===== config.mk =====
export PLATFORM = sky130hd
export DESIGN_NAME = csr_bank_flat
export DESIGN_NICKNAME = d
export VERILOG_FILES = /design/src/rtl/csr_bank_pkg.sv /design/src/rtl/csr_bank_if.sv /design/src/rtl/csr_reg_slice.sv /design/src/rtl/csr_bank.sv /design/src/flat_wrapper.sv
export SDC_FILE = /design/constraint.sdc
export NUM_CORES = 1
export LEC_CHECK = 0
export ABC_CLOCK_PERIOD_IN_PS = 900
export CAP_MARGIN = 20
export CORE_AREA = 5 5 531 533
export DETAILED_ROUTE_END_ITERATION = 10
export DIE_AREA = 0 0 536 538
export PLACE_DENSITY_LB_ADDON = 0.1
export SLEW_MARGIN = 20
export SYNTH_ARGS = -nofsm -noshare
export SYNTH_HDL_FRONTEND = slang
export SYNTH_SLANG_ARGS = --single-unit

===== constraint.sdc =====
create_clock -name clk -period 0.9 [get_ports clk]
set_input_delay 0.135 -clock clk [delete_from_list [all_inputs] [get_ports clk]]
set_output_delay 0.135 -clock clk [all_outputs]
set_load 0.02 [all_outputs]

===== src/rtl/csr_bank_pkg.sv =====
// Shared definitions for csr_bank: per-bit access kinds and bus address decode.
package csr_bank_pkg;

  typedef enum logic [1:0] {
    KIND_RW    = 2'd0,
    KIND_PULSE = 2'd1,
    KIND_W1C   = 2'd2,
    KIND_RO    = 2'd3
  } csr_kind_e;

  typedef struct packed {
    logic        mapped;
    logic [31:0] idx;
  } csr_decode_t;

  function automatic csr_kind_e csr_bit_kind(input logic rw, input logic pulse, input logic w1c);
    if (rw)    return KIND_RW;
    if (pulse) return KIND_PULSE;
    if (w1c)   return KIND_W1C;
    return KIND_RO;
  endfunction

  // Mapped only when inside the window and word aligned; idx is the word offset from base.
  function automatic csr_decode_t csr_decode(input logic [31:0] addr, input logic [31:0] base,
                                             input int unsigned num_words,
                                             input int unsigned word_bytes);
    csr_decode_t dec;
    logic [31:0] off;
    dec = '0;
    off = addr - base;
    if (addr >= base && (off % word_bytes) == 0 && (off / word_bytes) < num_words) begin
      dec.mapped = 1'b1;
      dec.idx    = off / word_bytes;
    end
    return dec;
  endfunction

endpackage


===== src/rtl/csr_bank_if.sv =====
// Host-side register bus: byte-enable write port and 1-cycle-latency read port.
interface csr_bank_if #(
  parameter int DATA_W = 32,
  parameter int ADDR_W = 16
);
  logic                wr_en;
  logic [DATA_W/8-1:0] be;
  logic [ADDR_W-1:0]   wr_addr;
  logic [DATA_W-1:0]   wdata;
  logic                rd_en;
  logic [ADDR_W-1:0]   rd_addr;
  logic [DATA_W-1:0]   rdata;
  logic                rd_rdy;
  logic                addr_err;

  modport master (
    output wr_en, be, wr_addr, wdata, rd_en, rd_addr,
    input  rdata, rd_rdy, addr_err
  );

  modport slave (
    input  wr_en, be, wr_addr, wdata, rd_en, rd_addr,
    output rdata, rd_rdy, addr_err
  );
endinterface


===== src/rtl/csr_reg_slice.sv =====
// One DATA_W-wide control/status register; each bit is RW, pulse, W1C or RO according to the masks.
module csr_reg_slice
  import csr_bank_pkg::*;
#(
  parameter int                DATA_W     = 32,
  parameter logic [DATA_W-1:0] RESET_VAL  = '0,
  parameter logic [DATA_W-1:0] RW_MASK    = '1,
  parameter logic [DATA_W-1:0] PULSE_MASK = '0,
  parameter logic [DATA_W-1:0] W1C_MASK   = '0
) (
  input  logic                clk,
  input  logic                rstb,
  input  logic                wr_sel,
  input  logic [DATA_W/8-1:0] be,
  input  logic [DATA_W-1:0]   wdata,
  input  logic [DATA_W-1:0]   hw_in,
  input  logic [DATA_W-1:0]   hw_set,
  output logic [DATA_W-1:0]   reg_q,
  output logic [DATA_W-1:0]   pulse_q,
  output logic [DATA_W-1:0]   w1c_q,
  output logic [DATA_W-1:0]   rd_val
);

  logic [DATA_W-1:0] rw_q, rw_d, pulse_d, w1c_d;

  // Non-RW bits of rw_q reset to 0 and hold, so reg_q drives 0 at those positions.
  always_comb begin
    rw_d    = rw_q;
    pulse_d = '0;
    w1c_d   = w1c_q;
    rd_val  = '0;
    for (int b = 0; b < DATA_W; b++) begin
      case (csr_bit_kind(RW_MASK[b], PULSE_MASK[b], W1C_MASK[b]))
        KIND_RW: begin
          if (wr_sel && be[b/8]) rw_d[b] = wdata[b];
          rd_val[b] = rw_q[b];
        end
        KIND_PULSE: begin
          if (wr_sel && be[b/8]) pulse_d[b] = wdata[b];
        end
        KIND_W1C: begin
          if (hw_set[b])                          w1c_d[b] = 1'b1;
          else if (wr_sel && be[b/8] && wdata[b]) w1c_d[b] = 1'b0;
          rd_val[b] = w1c_q[b];
        end
        default: rd_val[b] = hw_in[b];
      endcase
    end
  end

  always_ff @(posedge clk or negedge rstb) begin
    if (!rstb) begin
      rw_q    <= RESET_VAL & RW_MASK;
      pulse_q <= '0;
      w1c_q   <= '0;
    end else begin
      rw_q    <= rw_d;
      pulse_q <= pulse_d;
      w1c_q   <= w1c_d;
    end
  end

  assign reg_q = rw_q;

endmodule


===== src/rtl/csr_bank.sv =====
// Parametrised CSR bank: NUM_REGS csr_reg_slice instances plus decode, read mux and response flops.
// Define CSR_IRQ_EN to add the IRQ_EN register block and a registered irq output.
module csr_bank
  import csr_bank_pkg::*;
#(
  parameter int                         NUM_REGS   = 8,
  parameter int                         DATA_W     = 32,
  parameter int                         ADDR_W     = 16,
  parameter int                         BASE_ADDR  = 0,
  parameter logic [NUM_REGS*DATA_W-1:0] RESET_VAL  = '0,
  parameter logic [NUM_REGS*DATA_W-1:0] RW_MASK    = '1,
  parameter logic [NUM_REGS*DATA_W-1:0] PULSE_MASK = '0,
  parameter logic [NUM_REGS*DATA_W-1:0] W1C_MASK   = '0
) (
  input  logic                       clk,
  input  logic                       rstb,
  csr_bank_if.slave                  bus,
  output logic [NUM_REGS*DATA_W-1:0] reg_q,
  output logic [NUM_REGS*DATA_W-1:0] pulse_q,
  output logic [NUM_REGS*DATA_W-1:0] w1c_q,
  input  logic [NUM_REGS*DATA_W-1:0] hw_in,
  input  logic [NUM_REGS*DATA_W-1:0] hw_set,
  output logic                       irq
);

  localparam int unsigned WORD_BYTES = DATA_W / 8;
`ifdef CSR_IRQ_EN
  localparam int unsigned MAP_WORDS = 2 * NUM_REGS;
`else
  localparam int unsigned MAP_WORDS = NUM_REGS;
`endif

  if (((RW_MASK & PULSE_MASK) | (RW_MASK & W1C_MASK) | (PULSE_MASK & W1C_MASK)) != '0) begin : g_mask_overlap
    $error("csr_bank: RW/PULSE/W1C masks overlap");
  end
  if ((DATA_W % 8) != 0 || ADDR_W > 32) begin : g_bad_width
    $error("csr_bank: DATA_W must be a multiple of 8 and ADDR_W at most 32");
  end

  csr_decode_t       wr_dec, rd_dec;
  logic [NUM_REGS-1:0] wr_sel;
  logic [DATA_W-1:0] slice_rd [NUM_REGS];
  logic [DATA_W-1:0] rd_word;
  logic [DATA_W-1:0] rdata_q, rdata_d;
  logic              rd_rdy_q, rd_rdy_d, addr_err_q, addr_err_d;

  assign wr_dec = csr_decode(32'(bus.wr_addr), 32'(BASE_ADDR), MAP_WORDS, WORD_BYTES);
  assign rd_dec = csr_decode(32'(bus.rd_addr), 32'(BASE_ADDR), MAP_WORDS, WORD_BYTES);

  always_comb begin
    wr_sel = '0;
    for (int i = 0; i < NUM_REGS; i++)
      wr_sel[i] = bus.wr_en && wr_dec.mapped && (wr_dec.idx == 32'(i));
  end

  for (genvar i = 0; i < NUM_REGS; i++) begin : g_reg
    csr_reg_slice #(
      .DATA_W    (DATA_W),
      .RESET_VAL (RESET_VAL[i*DATA_W +: DATA_W]),
      .RW_MASK   (RW_MASK[i*DATA_W +: DATA_W]),
      .PULSE_MASK(PULSE_MASK[i*DATA_W +: DATA_W]),
      .W1C_MASK  (W1C_MASK[i*DATA_W +: DATA_W])
    ) u_slice (
      .clk    (clk),
      .rstb   (rstb),
      .wr_sel (wr_sel[i]),
      .be     (bus.be),
      .wdata  (bus.wdata),
      .hw_in  (hw_in[i*DATA_W +: DATA_W]),
      .hw_set (hw_set[i*DATA_W +: DATA_W]),
      .reg_q  (reg_q[i*DATA_W +: DATA_W]),
      .pulse_q(pulse_q[i*DATA_W +: DATA_W]),
      .w1c_q  (w1c_q[i*DATA_W +: DATA_W]),
      .rd_val (slice_rd[i])
    );
  end

`ifdef CSR_IRQ_EN
  logic [NUM_REGS*DATA_W-1:0] irq_en_q, irq_en_d;
  logic                       irq_q, irq_d;

  // IRQ_EN word i sits at bank word NUM_REGS+i.
  always_comb begin
    irq_en_d = irq_en_q;
    for (int i = 0; i < NUM_REGS; i++)
      for (int k = 0; k < DATA_W/8; k++)
        if (bus.wr_en && wr_dec.mapped && (wr_dec.idx == 32'(NUM_REGS + i)) && bus.be[k])
          irq_en_d[i*DATA_W + k*8 +: 8] = bus.wdata[k*8 +: 8];
    irq_d = |(w1c_q & irq_en_q);
  end

  always_ff @(posedge clk or negedge rstb) begin
    if (!rstb) begin
      irq_en_q <= '0;
      irq_q    <= 1'b0;
    end else begin
      irq_en_q <= irq_en_d;
      irq_q    <= irq_d;
    end
  end

  assign irq = irq_q;
`else
  assign irq = 1'b0;
`endif

  always_comb begin
    rd_word = '0;
    for (int i = 0; i < NUM_REGS; i++) begin
      if (rd_dec.idx == 32'(i)) rd_word = slice_rd[i];
`ifdef CSR_IRQ_EN
      if (rd_dec.idx == 32'(NUM_REGS + i)) rd_word = irq_en_q[i*DATA_W +: DATA_W];
`endif
    end
    if (!rd_dec.mapped) rd_word = '0;
  end

  // Read data is captured from pre-write state, so a same-cycle write is not visible.
  always_comb begin
    rdata_d    = bus.rd_en ? rd_word : '0;
    rd_rdy_d   = bus.rd_en;
    addr_err_d = (bus.rd_en && !rd_dec.mapped) || (bus.wr_en && !wr_dec.mapped);
  end

  always_ff @(posedge clk or negedge rstb) begin
    if (!rstb) begin
      rdata_q    <= '0;
      rd_rdy_q   <= 1'b0;
      addr_err_q <= 1'b0;
    end else begin
      rdata_q    <= rdata_d;
      rd_rdy_q   <= rd_rdy_d;
      addr_err_q <= addr_err_d;
    end
  end

  assign bus.rdata    = rdata_q;
  assign bus.rd_rdy   = rd_rdy_q;
  assign bus.addr_err = addr_err_q;

endmodule


===== src/flat_wrapper.sv =====
// flat-port wrapper written by rule: the top's interface ports become plain ports
module csr_bank_flat import csr_bank_pkg::*;
#(
  parameter int                         NUM_REGS   = 8,
  parameter int                         DATA_W     = 32,
  parameter int                         ADDR_W     = 16,
  parameter int                         BASE_ADDR  = 0,
  parameter logic [NUM_REGS*DATA_W-1:0] RESET_VAL  = '0,
  parameter logic [NUM_REGS*DATA_W-1:0] RW_MASK    = '1,
  parameter logic [NUM_REGS*DATA_W-1:0] PULSE_MASK = '0,
  parameter logic [NUM_REGS*DATA_W-1:0] W1C_MASK   = '0
)
  (clk, rstb, reg_q, pulse_q, w1c_q, hw_in, hw_set, irq, bus_wr_en, bus_be, bus_wr_addr, bus_wdata, bus_rd_en, bus_rd_addr, bus_rdata, bus_rd_rdy, bus_addr_err);
  csr_bank_if #(.DATA_W(DATA_W), .ADDR_W(ADDR_W)) bus_i ();
  input  logic clk;
  input  logic rstb;
  output logic [NUM_REGS*DATA_W-1:0] reg_q;
  output logic [NUM_REGS*DATA_W-1:0] pulse_q;
  output logic [NUM_REGS*DATA_W-1:0] w1c_q;
  input  logic [NUM_REGS*DATA_W-1:0] hw_in;
  input  logic [NUM_REGS*DATA_W-1:0] hw_set;
  output logic irq;
  input wire logic [$bits(bus_i.wr_en)-1:0] bus_wr_en;
  input wire logic [$bits(bus_i.be)-1:0] bus_be;
  input wire logic [$bits(bus_i.wr_addr)-1:0] bus_wr_addr;
  input wire logic [$bits(bus_i.wdata)-1:0] bus_wdata;
  input wire logic [$bits(bus_i.rd_en)-1:0] bus_rd_en;
  input wire logic [$bits(bus_i.rd_addr)-1:0] bus_rd_addr;
  output wire logic [$bits(bus_i.rdata)-1:0] bus_rdata;
  output wire logic [$bits(bus_i.rd_rdy)-1:0] bus_rd_rdy;
  output wire logic [$bits(bus_i.addr_err)-1:0] bus_addr_err;
  assign bus_i.wr_en = bus_wr_en;
  assign bus_i.be = bus_be;
  assign bus_i.wr_addr = bus_wr_addr;
  assign bus_i.wdata = bus_wdata;
  assign bus_i.rd_en = bus_rd_en;
  assign bus_i.rd_addr = bus_rd_addr;
  assign bus_rdata = bus_i.rdata;
  assign bus_rd_rdy = bus_i.rd_rdy;
  assign bus_addr_err = bus_i.addr_err;
  csr_bank #(.NUM_REGS(NUM_REGS), .DATA_W(DATA_W), .ADDR_W(ADDR_W), .BASE_ADDR(BASE_ADDR), .RESET_VAL(RESET_VAL), .RW_MASK(RW_MASK), .PULSE_MASK(PULSE_MASK), .W1C_MASK(W1C_MASK)) u_core (.clk(clk), .rstb(rstb), .bus(bus_i), .reg_q(reg_q), .pulse_q(pulse_q), .w1c_q(w1c_q), .hw_in(hw_in), .hw_set(hw_set), .irq(irq));
endmodule

; ---- After elaboration in Yosys (flattened, before gate mapping)
; Index checks and enable logic that the tools add are counted.
; Widths: inputs -> output; s select.
[totals]
regBits = 290
inputBits = 584
out_inout_bits = 803
[op_classes]
muxes = 12
n_reduce_logical = 52
n_eq_ne = 14
magnitude_cmp = 2
[op_table]
columns = operator, n
row1 = $mux 32, 10
row2 = $eq 32x3->1 const B, 8
row3 = $eq 32x2->1 const B, 4
row4 = $logic_not 32->1, 4
row5 = $mux 33, 2
row6 = $eq 32x1->1 const B, 2
row7 = $logic_and 1x1->1, 45
row8 = $lt 14x4->1 const B, 2
row9 = $logic_not 1->1, 2
row10 = $logic_or 1x1->1, 1

; ---- Longest topological paths before layout
; Gate-level depths: netlist of run 1.
[depth]
word_depth = 14
ltp_mapped = 8

; ---- Hierarchy
; Synthesis of run 1 repeated with hierarchy kept, for this count alone.
[unflattened]
cells_unflattened = 1839
hier_area_um2 = 19159.6
[by_module_without_submodules]
columns = module, instances, cells_per_inst, area_per_inst_um2
row1 = csr_reg_slice, 8, 165, 1910.6
row2 = csr_bank, 1, 519, 3875.0

; ---- Worst setup path after synthesis of run 1
; Ideal clock, no wire load.
[synth_timing]
kind = input to register
start = input bus_rd_addr[11]
end = register u_core.rdata_q[10] (netlist: u_core.bus.rdata[10])
path_buffers = 3
setup_time_ps = 143
required_time_ps = 757
slack_ps = -1395
stages = 8
arrival_ps = 2151
cell_sequence = or4_1 -> or4_1 -> buf_2 -> or3b_1 -> clkbuf_2 -> buf_6 -> o2bb2ai_1 -> a221oi_1
[synth_via]
elab_chain_len = 14
elab_cells_between_ends = 21
[synth_lines]
columns = element, line
row1 = from (decl), flat_wrapper.sv:28  ; input wire logic [$bits(bus_i.rd_addr)-1:0] bus_rd_addr;
row2 = $lt 14x4->1, csr_bank_pkg.sv:31  ; if (addr >= base && (off % word_bytes) == 0 && (off / word_bytes) < num_words) begin
row3 = $logic_and 1x1->1, csr_bank_pkg.sv:31
row4 = $mux 33 (*), csr_bank_pkg.sv:31
row5 = $logic_not 32->1, csr_bank.sv:110  ; if (rd_dec.idx == 32'(i)) rd_word = slice_rd[i];
row6 = $mux 32 (8 in a row), csr_bank.sv:110
row7 = $mux 32 (*), csr_bank.sv:115  ; if (!rd_dec.mapped) rd_word = '0;
row8 = $mux 32 (*), csr_bank.sv:120  ; rdata_d = bus.rd_en ? rd_word : '0;
row9 = named net u_core.rdata_d[10], csr_bank.sv:44  ; logic [DATA_W-1:0] rdata_q, rdata_d;
row10 = to (signal assigned), csr_bank.sv:131  ; rdata_q <= rdata_d;
row11 = to (decl), csr_bank.sv:44
; The timed path passes the listed nets; every way through them passes the cells marked *.
; A chain may end at the register's enable or synchronous reset.

; ---- Worst setup path in the final report of run 1
[layout_timing]
start = input bus_rd_addr[6]
end = register u_core.rdata_q[19] (netlist: u_core.bus.rdata[19])
; The elaborated chain is that of the path after synthesis.

==> flow_summary.yaml, run 1 <==
outcome:
  run_status: "complete, but fails checks"
  failed_checks: "setup timing"
finish:
  final_net_count: 3160
  final_cell_area_um2: 34210
  utilization: 0.1239
  area_delta_synth_final_pct: 97.63
  final_layout_size_suffix_gt1_frac: 0.5437
placed_design:
  placedInstanceArea_um2: 28840
  port_buffers: 361
  final_hpwl_dp_mm: 91.50
  gp_congestion: 0.6718
detailed_routing:
  antenna_violating_nets_post_route: 0
  met3RoutedLength_mm: 15.19
  wl_met2_mm: 51.39
  met1_length_mm: 48.03
  detailedRoute.firstIterationViolations: 483
  postRouteWirelength_mm: 117.2
  route.detailed.vias_per_inst: 2.307
  route.vias.total: 14570
  remaining_drc_errors: 0
  highest_layer: "met5"
  firstDrtPassIters: 4
  wl_per_cell_um: 18.55
flow_run:
  timing.max_cap.violations: 0
power_and_ir_drop:
  pwr-share-clk: 0.518
  cellInternalPower_mw: 24.98
  static-leakage-power_nw: 15.34
  fraction_of_power_spent_switching_nets: 0.3144
  psw_mw: 11.46
  powerDensity_nw_per_um2: 1065
  pwr-share-comb: 0.124
  totalPowerFinal_mw: 36.44
  share_seq_of_total_power: 0.358
  vdd.ir_drop.worst_mv: 1.256
floorplan:
  row_count: 193
  initial_cell_density_of_the_core: 0.06272
  fp.dieArea_um2: 288400
  die_x_um: 536
  die_h_um: 538
  core-area_um2: 276000
  floorplan.io_pins: 1387
critical_path:
  path_delay_family: "simple AND/OR/NAND/NOR gates"
  critical_path.slowest_cell: "sky130_fd_sc_hd__or4_4"
  cpMostUsedCell: "sky130_fd_sc_hd__or4_4"
  largest_stage_delay_on_the_critical_path_ns: 0.57
  worst-path-buf-inv: 2
  worstSetupStartpointType: "input port"
  reg2reg_path_depth: 5
  critPathCaptureType: "flip-flop"
  critPathArrivalTime_ns: 2.35
  critical_path_depth: 7
  worstPathCellList: "buf_6 -> or4_4 -> or4_4 -> or3b_4 -> buf_12 -> o2bb2ai_4 -> a221oi_2"
  worstPathMaxFanout: 5
  criticalPathCategory: "input port to flip-flop"
  worst_ep_required_time_ns: 1.39
clock_tree:
  tritoncts_num_sinks: 290
  htree_levels: 2
  cts_made_buffers: 46
  clk_latency_ns: 0.65
  worst_setup_hold_path_clk_slew_ns: 0.06
  cts_buffer_depth: 3
  cts-root-buf: "sky130_fd_sc_hd__clkbuf_16"
  tritoncts: "done"
synthesis:
  syn_area_per_cell_um2: 10.73
  postSynthCellCount: 1614
  synth_seq_cells: 290
  seq_area_frac_synth: 0.4192
  netlist_area_um2: 17310
  synth.yosys.warnings: 0
  synthDistinctLibCells: 35
timing:
  timing.final.ws_setup_ns: -0.9597
  max-slew-margin-rel: 0.5545
  final.period_utilization: 2.066
  timing.clock.skew_ns: 0.03586
  finalSetupViolations: 579
  timing_worst_slew_pin_value_ns: 0.6683
  max_freq_ghz: 0.5377
  grt_setup_unrepaired: "yes"
  report.final.slew_viol_count: 0
  layout_min_cycle_time_ns: 1.860
  final-hold-violation-count: 0
global_routing:
  grt_overflow_total: 0
  grt_util_overall: 0.07707
  grt_max_degree: 68
  first_global_vias: 14840
  grt_antenna_before_repair: 14
  grt_first_pass_wirelength_mm: 149.0
worst_hold_path:
  hold_class: "input port to flip-flop"
  whs_path_depth: 5
==> registers in the layout, summed over array words and instances (netlist names) <==
register / cells
u_core.bus.addr_err: 1
u_core.bus.rdata: 32
u_core.g.u_slice.reg_q: 256
u_core.bus.rd_rdy: 1
==> area by class of cell <==
cell class / count / area, µm²
Antenna cell: 3 / 7.507
Sequential cell: 290 / 7316
Inverter: 6 / 25.02
Fill cell: 31370 / 241800
Clock inverter: 14 / 145.1
Multi-Input combinational cell: 1252 / 9553
Clock buffer: 66 / 1358
Timing Repair Buffer: 980 / 11170
Tap cell: 3705 / 4636
==> worst reg2reg max path, delay by kind of cell, from the launching register on <==
family          cells  cell delay [ns]
buf+inv             3             0.47
flops               1             0.38
compound gates      2             0.48
==> repair_timing <==
| action | 4_1_cts | 5_1_grt |
|---|---|---|
| cloned | 3 | 0 |
| endpoints found under the hold margin | 291 | 0 |
| hold buffers | 2 | 0 |
| setup endpoints to repair | 579 | 579 |
| gates resized for setup | 1239 | 20 |
| setup buffers | 212 | 49 |
| pin swaps | 81 | 27 |
==> per-stage QoR <==
| stage | TNS [ns] | setup slack (ns) | hold WS, ns | instances |
|---|---|---|---|---|
| 2_1_floorplan | -276.65 | -1.390 | -0.1606 | 2126 |
| 3_3_place_gp | -487.75 | -2.426 | 0.2226 | 5978 |
| 3_5_place_dp | -481.67 | -2.388 | 0.2218 | 5978 |
| 4_1_cts | -290.86 | -1.029 | 0.02188 | 6273 |
| 5_1_grt | -297.73 | -0.9575 | 0.03223 | 6313 |
| 6_report | -266.22 | -0.9597 | 0.05562 | 6316 |
==> per-layer routing <==
layer  track usage  up-vias
met5             0        -
met4       0.01796        4
met3       0.04088       93
met2        0.1201      726
met1       0.09332     7228
li1              -     6518
==> power groups by stage <==
stage / clock (mW) / combinational [mW] / sequential [mW]
6_report: 18.9 / 4.51 / 13.1
5_1_grt: 20.3 / 4.87 / 13.0
4_1_cts: 20.0 / 4.55 / 13.1
3_5_place_dp: 0 / 4.48 / 13.3
3_3_place_gp: 0 / 4.52 / 13.3
2_1_floorplan: 0 / 4.12 / 13.3
==> layout by cell type (no fill, tap or decap), drive strengths merged, types with 34 or more instances in the layout <==
cell type      count
buf              925
clkbuf            66
clkdlybuf4s50     40
conb             513
dfrtp            290
mux2             256
mux2i             64
nand2            110
nor2              47
nor2b             34
o21ai             64
==> synth_stat cells <==
cell type | n | area [µm²]
sky130_fd_sc_hd__dfrtp_1 | 290 | 7257
sky130_fd_sc_hd__or4b_2 | 2 | 20.02
sky130_fd_sc_hd__o2bb2ai_1 | 32 | 280.3
sky130_fd_sc_hd__clkbuf_2 | 1 | 5.000
sky130_fd_sc_hd__nor4_1 | 3 | 18.77
sky130_fd_sc_hd__buf_4 | 513 | 3851
sky130_fd_sc_hd__nand4_1 | 5 | 31.28
sky130_fd_sc_hd__nand2b_1 | 4 | 25.02
sky130_fd_sc_hd__nand2_1 | 110 | 412.9
sky130_fd_sc_hd__a32oi_1 | 32 | 280.3
sky130_fd_sc_hd__mux2_2 | 256 | 2883
sky130_fd_sc_hd__o21ai_0 | 64 | 320.3
sky130_fd_sc_hd__or3b_1 | 1 | 8.760
sky130_fd_sc_hd__clkbuf_1 | 46 | 172.7
sky130_fd_sc_hd__or2_2 | 1 | 6.260
sky130_fd_sc_hd__nor2_1 | 47 | 176.4
sky130_fd_sc_hd__and4_1 | 1 | 8.760
sky130_fd_sc_hd__inv_1 | 5 | 18.77
sky130_fd_sc_hd__nor3_2 | 4 | 40.04
sky130_fd_sc_hd__a22o_1 | 1 | 8.760
sky130_fd_sc_hd__nand3_1 | 4 | 20.02
sky130_fd_sc_hd__nor3_1 | 5 | 25.02
sky130_fd_sc_hd__buf_2 | 3 | 15.01
sky130_fd_sc_hd__clkinv_1 | 1 | 3.750
sky130_fd_sc_hd__buf_1 | 12 | 45.04
sky130_fd_sc_hd__buf_6 | 3 | 33.78
sky130_fd_sc_hd__or3_1 | 1 | 6.260
sky130_fd_sc_hd__or4_4 | 1 | 11.26
sky130_fd_sc_hd__a21oi_1 | 32 | 160.2
sky130_fd_sc_hd__a221oi_1 | 32 | 280.3
sky130_fd_sc_hd__nor4_2 | 1 | 12.51
sky130_fd_sc_hd__nor2b_1 | 34 | 212.7
sky130_fd_sc_hd__or4_1 | 2 | 15.01
sky130_fd_sc_hd__conb_1 | 1 | 3.750
sky130_fd_sc_hd__mux2i_1 | 64 | 640.6
==> final timing paths <==
path | start | endpoint | slack [ns]
worst max-delay path | bus_rd_addr[6] | u_core.bus.rdata[19] | -0.96
worst min-delay path | bus_wr_addr[8] | u_core.bus.addr_err | 0.06
worst max register to register | u_core.g_reg[6].u_slice.reg_q[26] | u_core.bus.rdata[26] | -0.58
max in group asynchronous | rstb | u_core.g_reg[5].u_slice.reg_q[23] | 0.32
worst min register to register | u_core.g_reg[5].u_slice.reg_q[8] | u_core.g_reg[5].u_slice.reg_q[8] | 0.57
min in group asynchronous | rstb | u_core.g_reg[1].u_slice.reg_q[13] | 0.16
==> logic make-up (layout without fill, tap and decap cells) <==
| kind of cell | count (synthesis) | count (layout) | share of synthesized area |
|---|---|---|---|
| and+or+nand+nor | 226 | 226 | 0.06072 |
| muxes | 320 | 320 | 0.2035 |
| other | 1 | 516 | 0.0002166 |
| DFF | 290 | 290 | 0.4192 |
| AOI/OAI and AO/OA | 193 | 193 | 0.07683 |
| buffers and inverters | 584 | 1066 | 0.2395 |
No activity file was read; power rests on OpenSTA's default activity.
==> run 2: changes to the inputs <==
CORE_AREA = 2 2 544 546   (was 5 5 531 533)
DIE_AREA = 0 0 546 548   (was 0 0 536 538)
==> flow_summary.yaml, run 2 (synthesis results as in run 1) <==
outcome:
  run_status: "complete, but fails checks"
  failed_checks: "setup timing"
flow_run:
  timing.max_cap.violations: 0
finish:
  area_delta_synth_final_pct: 103.3
  utilization: 0.1201
  largest_reg_flops: 256
  fillCellCount: 33350
  most-common-layout-cells: "513 x sky130_fd_sc_hd__conb_1, 414 x sky130_fd_sc_hd__buf_4, 328 x sky130_fd_sc_hd__buf_6"
  layout_commonest_cell: "sky130_fd_sc_hd__conb_1"
  register_area_um2: 7345
  final_net_count: 3202
  final_layout_size_suffix_gt1_frac: 0.5667
  final_cell_area_um2: 35190
  final_cell_count_no_fill: 6577
  multiInputGateArea_um2: 9703
detailed_routing:
  postRouteWirelength_mm: 119.7
  antenna_violating_nets_post_route: 0
  wl_per_cell_um: 18.20
  detailedRoute.firstIterationViolations: 527
  firstDrtPassIters: 4
  route.vias.total: 14690
  route.detailed.vias_per_inst: 2.234
  remaining_drc_errors: 0
power_and_ir_drop:
  powerDensity_nw_per_um2: 1039
  static-leakage-power_nw: 15.65
  vdd.ir_drop.worst_mv: 1.478
clock_tree:
  tritoncts: "done"
  cts-root-buf: "sky130_fd_sc_hd__clkbuf_16"
  cts_buffer_depth: 3
  cts_made_buffers: 47
  worst_setup_hold_path_clk_slew_ns: 0.06
  tritoncts_num_sinks: 290
  clk_latency_ns: 0.65
  htree_levels: 2
floorplan:
  core-area_um2: 293100
  die_h_um: 548
  initial_cell_density_of_the_core: 0.05907
  die_x_um: 546
  floorplan.io_pins: 1387
  row_count: 199
  fp.dieArea_um2: 299200
timing:
  grt_setup_unrepaired: "yes"
  max-slew-margin-rel: 0.4563
  final-hold-violation-count: 0
  timing.clock.skew_ns: 0.01779
  max_freq_ghz: 0.5314
  report.final.slew_viol_count: 0
  timing.final.ws_setup_ns: -0.9819
  finalSetupViolations: 579
  final.period_utilization: 2.091
  layout_min_cycle_time_ns: 1.882
  fin_hold_ws_ns: 0.1235
  timing_worst_slew_pin_value_ns: 0.8071
critical_path:
  reg2reg_path_depth: 4
  worstSetupStartpointType: "input port"
  critPathCaptureType: "flip-flop"
  r2r_setup_slack_ns: -0.67
  path_delay_family: "simple AND/OR/NAND/NOR gates"
  largest_stage_delay_on_the_critical_path_ns: 0.61
  critical_path.slowest_cell: "sky130_fd_sc_hd__or4_4"
  criticalPathCategory: "input port to flip-flop"
  worstPathMaxFanout: 5
  reg2reg_end: "u_core.bus.rdata[24]"
  worstPathCellList: "buf_6 -> or4_4 -> or4_4 -> or3b_4 -> buf_12 -> buf_12 -> o2bb2ai_4 -> a221oi_2"
  timing.rr.start: "u_core.g_reg[6].u_slice.reg_q[24]"
  worst-path-buf-inv: 3
  worst_ep_required_time_ns: 1.39
  critPathArrivalTime_ns: 2.37
placed_design:
  placedInstanceArea_um2: 29380
  gp_congestion: 0.6668
  final_hpwl_dp_mm: 92.32
  port_buffers: 361
  placed_cells: 6207
worst_hold_path:
  holdPathEnd: "u_core.bus.addr_err"
  hp-start: "bus_wr_addr[0]"
  hold_class: "input port to flip-flop"
  whs_path_depth: 5
global_routing:
  grt_overflow_total: 0
  grt_max_degree: 46
  grt_first_pass_wirelength_mm: 154.4
  grt_antenna_before_repair: 16
  grt_util_overall: 0.07765
  first_global_vias: 15080
-- run 2: changes by cell type in the layout (fill, tap and decap cells not counted), sizes merged --
cell | before | now
clkinv | 11 | 7
clkinvlp | 1 | 4
clkdlybuf4s15 | 7 | 6
buf | 925 | 964
clkdlybuf4s50 | 40 | 42
bufinv | 2 | 1
clkbuf | 66 | 72
diode | 3 | 6
-- run 2: area by class of cell --
class / count / area share
diodes: 6 / 0.0004266
clock buffers: 71 / 0.04032
clock inverters: 12 / 0.002702
inverters: 6 / 0.0007821
multi-input cells: 1252 / 0.2757
flip-flops and latches: 290 / 0.2087
well taps: 3919 / 0.1393
repair buffers: 1021 / 0.3321
-- run 2: worst register-to-register path: stages (launching register included) --
cell and delay (ns):
sky130_fd_sc_hd__dfrtp_1 0.38, sky130_fd_sc_hd__buf_6 0.14, sky130_fd_sc_hd__o21ai_0 0.65, sky130_fd_sc_hd__buf_4 0.23, sky130_fd_sc_hd__a221oi_2 0.05
-- run 2: through the flow --
step                      setup slack (ns)  total power [mW]  TNS (ns)
after floorplan                     -1.390             17.42   -276.65
after global placement              -2.101             17.92   -485.56
after detailed placement            -2.120             17.88   -480.64
after CTS                          -0.9128             37.76   -276.63
after global routing               -0.9788             38.33   -291.11
final                              -0.9819             36.56   -261.59
-- run 2: how the worst max path moves through the flow --
stage                               from              endpoint  slack, ns  depth (start not counted)
after floorplan           bus_rd_addr[0]  u_core.bus.rdata[10]      -1.39                          8
after global placement    bus_rd_addr[0]  u_core.bus.rdata[12]      -2.10                          8
after detailed placement  bus_rd_addr[0]  u_core.bus.rdata[12]      -2.12                          8
after CTS                 bus_rd_addr[5]  u_core.bus.rdata[15]      -0.91                          8
after global routing      bus_rd_addr[5]  u_core.bus.rdata[15]      -0.98                          8
final                     bus_rd_addr[5]  u_core.bus.rdata[16]      -0.98                          8
-- run 2: power by group --
part / switching [mW] / total (mW) / leakage [nW] / internal (mW)
combinational: 3.57 / 4.57 / 11.0 / 0.998
sequential: 0.00957 / 13.1 / 3.93 / 13.0
clock: 7.87 / 18.9 / 0.738 / 11.1
total: 11.4 / 36.6 / 15.7 / 25.1
-- run 2: metal layers --
layer  up-vias  share of wire  GRT usage
met5         -        0.00034          0
met3        92           0.10    0.03165
met4         6          0.021    0.01860
met1      7251           0.42    0.09600
met2       732           0.46     0.1246
li1       6609              -          -
-- run 2: repair_timing --
item                                   in CTS  in global routing
resized for setup                        1276                 47
hold buffers                                2                  0
setup endpoints to repair                 579                579
buffers inserted                          236                 47
cloned                                      6                  1
endpoints found under the hold margin     291                  0
pin swaps                                  86                 14
==> run 3: changes to the inputs <==
GPL_TIMING_DRIVEN = 1   (was not set)
==> results of run 3 <==
No change in the layout: final DEF, timing and power equal those of run 2.
